===== src/rtl/answer_gen_pkg.sv =====
// Shared types and constants for the number-guessing answer generator.
package answer_gen_pkg;
  localparam int unsigned DIGIT_W   = 4;
  localparam logic [31:0] LCG_A_DEF = 32'd1103515245;
  localparam logic [31:0] LCG_C_DEF = 32'd12345;

  typedef enum logic [1:0] {IDLE, DRAW, FILL} state_e;
endpackage


===== src/rtl/lcg_core.sv =====
// Free-running 32-bit linear congruential generator with synchronous seed load.
module lcg_core
  import answer_gen_pkg::*;
#(
  parameter logic [31:0] A = LCG_A_DEF,
  parameter logic [31:0] C = LCG_C_DEF
) (
  input  logic        clk,
  input  logic        rst_n,
  input  logic        load,
  input  logic [31:0] seed,
  output logic [31:0] state
);
  logic [31:0] s_q, s_d;

  always_comb begin
    s_d = load ? seed : A * s_q + C;
  end

  always_ff @(posedge clk or negedge rst_n) begin
    if (!rst_n) s_q <= 32'd1;
    else        s_q <= s_d;
  end

  assign state = s_q;
endmodule


===== src/rtl/answer_gen.sv =====
// Draws DIGITS values in 1..RANGE from the LCG, optionally distinct, and
// publishes the finished answer with a one-cycle valid pulse.
module answer_gen
  import answer_gen_pkg::*;
#(
  parameter int unsigned DIGITS    = 3,
  parameter int unsigned RANGE     = 9,
  parameter int unsigned UNIQUE    = 1,
  parameter int unsigned MAX_TRIES = 16,
  parameter logic [31:0] LCG_A     = LCG_A_DEF,
  parameter logic [31:0] LCG_C     = LCG_C_DEF
) (
  input  logic                        clk,
  input  logic                        rst_n,
  input  logic                        seed_load,
  input  logic [31:0]                 seed,
  input  logic                        req,
  output logic                        busy,
  output logic                        valid,
  output logic [DIGIT_W*DIGITS-1:0]   answer
);
  localparam int unsigned      IDX_W    = $clog2(DIGITS + 1);
  localparam int unsigned      TRY_W    = $clog2(MAX_TRIES + 1);
  localparam logic [IDX_W-1:0] IDX_LAST = IDX_W'(DIGITS - 1);
  localparam logic [TRY_W-1:0] TRY_LAST = TRY_W'(MAX_TRIES - 1);

  typedef logic [DIGITS-1:0][DIGIT_W-1:0] work_t;

  if (UNIQUE != 0 && DIGITS > RANGE) begin : g_bad_cfg
    $error("answer_gen: DIGITS exceeds RANGE with UNIQUE set");
  end

  logic [31:0]        s_q;
  logic               unused_s;
  state_e             state_q, state_d;
  logic [IDX_W-1:0]   idx_q, idx_d;
  logic [TRY_W-1:0]   tries_q, tries_d;
  work_t              work_q, work_d, answer_q, answer_d;
  logic               busy_q, busy_d, valid_q, valid_d;
  logic [14:0]        cand_mod;
  logic [DIGIT_W-1:0] cand, fill_val, store_val;
  logic               dup, store;

  lcg_core #(.A(LCG_A), .C(LCG_C)) u_lcg (
    .clk   (clk),
    .rst_n (rst_n),
    .load  (seed_load),
    .seed  (seed),
    .state (s_q)
  );

  assign unused_s = ^{s_q[31], s_q[15:0]};

  // Candidate, duplicate compare against the filled prefix, and smallest free value.
  always_comb begin
    logic taken;
    cand_mod = s_q[30:16] % 15'(RANGE);
    cand     = 4'(cand_mod) + 4'd1;
    dup      = 1'b0;
    for (int unsigned i = 0; i < DIGITS; i++) begin
      if (i < 32'(idx_q) && work_q[i] == cand) dup = 1'b1;
    end
    fill_val = '0;
    taken    = 1'b0;
    for (int unsigned v = RANGE; v >= 1; v--) begin
      taken = 1'b0;
      for (int unsigned i = 0; i < DIGITS; i++) begin
        if (i < 32'(idx_q) && work_q[i] == 4'(v)) taken = 1'b1;
      end
      if (!taken) fill_val = 4'(v);
    end
  end

  always_comb begin
    state_d   = state_q;
    idx_d     = idx_q;
    tries_d   = tries_q;
    work_d    = work_q;
    answer_d  = answer_q;
    busy_d    = busy_q;
    valid_d   = 1'b0;
    store     = 1'b0;
    store_val = cand;
    unique case (state_q)
      IDLE: begin
        if (req) begin
          state_d = DRAW;
          idx_d   = '0;
          tries_d = '0;
          work_d  = '0;
          busy_d  = 1'b1;
        end
      end
      DRAW: begin
        tries_d = tries_q + TRY_W'(1);
        store   = (UNIQUE == 0) || !dup;
        if (!(store && idx_q == IDX_LAST) && tries_q == TRY_LAST) state_d = FILL;
      end
      FILL: begin
        store     = 1'b1;
        store_val = fill_val;
      end
      default: state_d = IDLE;
    endcase
    // Completion overrides the fallback transition computed above.
    if (store) begin
      for (int unsigned i = 0; i < DIGITS; i++) begin
        if (i == 32'(idx_q)) work_d[i] = store_val;
      end
      idx_d = idx_q + IDX_W'(1);
      if (idx_q == IDX_LAST) begin
        answer_d = work_d;
        valid_d  = 1'b1;
        busy_d   = 1'b0;
        state_d  = IDLE;
      end
    end
  end

  always_ff @(posedge clk or negedge rst_n) begin
    if (!rst_n) begin
      state_q  <= IDLE;
      idx_q    <= '0;
      tries_q  <= '0;
      work_q   <= '0;
      answer_q <= '0;
      busy_q   <= 1'b0;
      valid_q  <= 1'b0;
    end else begin
      state_q  <= state_d;
      idx_q    <= idx_d;
      tries_q  <= tries_d;
      work_q   <= work_d;
      answer_q <= answer_d;
      busy_q   <= busy_d;
      valid_q  <= valid_d;
    end
  end

  assign busy   = busy_q;
  assign valid  = valid_q;
  assign answer = answer_q;
endmodule

===== config.mk =====
export PLATFORM = sky130hd
export DESIGN_NAME = answer_gen
export DESIGN_NICKNAME = d
export VERILOG_FILES = /design/src/rtl/answer_gen_pkg.sv /design/src/rtl/lcg_core.sv /design/src/rtl/answer_gen.sv
export SDC_FILE = /design/constraint.sdc
export NUM_CORES = 1
export LEC_CHECK = 0
export ABC_AREA = 1
export CAP_MARGIN = 20
export CELL_PAD_IN_SITES_DETAIL_PLACEMENT = 0
export CELL_PAD_IN_SITES_GLOBAL_PLACEMENT = 1
export CORE_UTILIZATION = 46
export DETAILED_ROUTE_END_ITERATION = 8
export MAX_ROUTING_LAYER = met4
export PLACE_DENSITY = 0.85
export SYNTH_ARGS = -nofsm -noshare
export SYNTH_HDL_FRONTEND = slang
export SYNTH_HIERARCHICAL = 1
export SYNTH_SLANG_ARGS = --single-unit
export TNS_END_PERCENT = 20

===== constraint.sdc =====
create_clock -name clk -period 14.9 [get_ports clk]
set_input_delay 2.98 -clock clk [delete_from_list [all_inputs] [get_ports clk]]
set_output_delay 2.98 -clock clk [all_outputs]
set_load 0.02 [all_outputs]

==> impl_results.md <==
* Critical path type: register to register
* Reg2reg setup slack at 7.23 ns
* Critical Path Fanout Max at 20
* H-tree lvl count at 3
* P&R area growth vs syn at 8.37%
* Commonest non-fill, non-tap cell in the layout: inv_1
* Die Area at 31,700 um^2
* PortBufs at 48
* Via Count at around 11,000
* Max cap viols at 0
* Setup TNS at 0 ns
* Clk slew on worst S/H paths at around 0.070 ns
* Worst slew pin tran at 0.930 ns
* Total Wirelength at between 30,000 and 40,000 um
* HP Start: tries_q[1]$_DFFE_PN0P_
* Num rows at 64
* Cts repair resizes at 0
* DP Wirelength at between 30,000 and 40,000 um
* Req. time, crit path at 15.13 ns
* Hold Path Stages at 2
* Post-Route Skew at between 0.015 and 0.02 ns
* I/O pins at 50
* Worst Hold Class: register to register
* Critical register-to-register path startpoint: u_lcg/state[27]$_DFF_PN0_
* Filler Cell Count at 2,917
* First-pass GRT wire length at 58,700 um
* Slew Viols, Final at 0
* Chip Width at 178 um
* Fmax at 0.130 GHz
* Netlist area before placement at 14,300 um^2
* CTS Root Cell: clkbuf_16
* WL per Instance at 15.8 um
* Reg2Reg Depth at 63
* Vias in the first global route at between 10,000 and 15,000
* Element type at the critical path start: register
* Final period util at 0.515
* DRC viols at 0
* Placer Congestion at 0.991
* RSZ-0062 raised after global routing: false
* # hold bufs at CTS at 0
* Final Hold Viols at 0
* Antenna violations before repair at 0
* GRT Overall Usage at 0.248
* TritonCTS Buffers at 9
* Crit path time final at 7.67 ns
* Post-synthesis instance total at 1,773
* Most used cell, CP: nand2_2
* Worst skew pair latency at roughly 0.35 ns
* Drt initial violations at 642
* Rel. slew slack at 0.380
* Die Y-Extent at 178 um
* Synth warn at 6
* Post-DRT Antenna Nets at 0
* Fraction of layout cells with a size suffix above 1 at 0.0904
* Post-synthesis area per instance at about 8.0 um^2
* Clk buf depth at 2
* Core area at 30,500 um^2
* Final setup viols at 0
* Crit Reg-Reg Endpoint: work_q[9]$_DFF_PN0_
* Setup bufs post-CTS at 0
* Vias per cell at 4.95
* Most frequent cells in the layout: 509 x inv_1, 283 x nand2_1, 218 x ha_1, 188 x fa_1, 95 x nand3_1
* First-pass DRT Iterations at 5
* Status: complete, no violations
* Mapped Nets at roughly 2,200
* Layout Nets at between 2,000 and 2,500
* Largest net degree at the start of global routing at 67
* Total gr overflow at 0
* Crit-path slowest cell: dfrtp_1
* CTS tree: built
* Data arrival time of the critical path at 7.91 ns
* CP endpoint kind: register
* Antenna Cells at 0
* Slowest Stage Delay on Critical Path at 0.47 ns
* Worst Hold End: tries_q[1]$_DFFE_PN0P_
* Starting Density at 0.467
* CTS sink count at 66
-- registers in the layout, indices dropped and copies added (netlist names) --
signal and cells:
state_q 2, answer 12, idx_q 2, valid 1
u_lcg/state 31, busy 1, tries_q 5, work_q 12
-- how the worst max path moves through the flow --
| stage | from | slack [ns] | endpoint | depth (start not counted) |
|---|---|---|---|---|
| after global routing | u_lcg/state[27]$_DFF_PN0_ | 6.32 | work_q[9]$_DFF_PN0_ | 63 |
| after detailed placement | u_lcg/state[27]$_DFF_PN0_ | 7.20 | work_q[9]$_DFF_PN0_ | 63 |
| final | u_lcg/state[27]$_DFF_PN0_ | 7.23 | work_q[9]$_DFF_PN0_ | 63 |
| after CTS | u_lcg/state[27]$_DFF_PN0_ | 7.19 | work_q[9]$_DFF_PN0_ | 63 |
| after global placement | u_lcg/state[27]$_DFF_PN0_ | 7.37 | work_q[9]$_DFF_PN0_ | 63 |
| after floorplan | u_lcg/state[27]$_DFF_PN0_ | 8.46 | answer[4]$_DFFE_PN0P_ | 67 |
-- critical path: cells and delay by family (launching register included) --
kind / cells / cell delay, ns
adder cells (fa/ha/maj): 2 / 0.50
buffers and inverters: 5 / 0.59
XOR/XNOR: 2 / 0.33
AND/OR/NAND/NOR: 51 / 5.26
AO/OA/AOI/OAI: 3 / 0.39
flip-flops: 1 / 0.47
-- routing by layer --
layer	vias up	GRT usage	routed length, um
met4	0	0.0456	580
met5	-	-	0
met1	5280	0.358	17200
met3	37	0.0245	1480
met2	227	0.379	15900
li1	5450	-	-
-- stage by stage --
step	setup slack (ns)	util	hold WS, ns	cell area, um^2	instances
final	7.23	0.507	0.518	15500	2222
after global routing	6.32	0.507	0.548	15500	2222
after CTS	7.19	0.507	0.525	15500	2222
after detailed placement	7.20	0.496	0.512	15100	2206
after global placement	7.37	0.496	0.495	15100	2206
after floorplan	8.46	-	0.468	14300	1773
-- layout make-up --
class,count,area [um^2],area share
Clock buffer,9,225,0.0146
Clock inverter,7,100,0.00648
Inverter,526,1980,0.128
Multi-Input combinational cell,1168,10500,0.680
Sequential cell,66,1650,0.107
Tap cell,396,495,0.0321
Timing Repair Buffer,50,490,0.0317
Power is not shown: default switching activity piles up to over one toggle a cycle in this logic, so the estimate is an artifact.
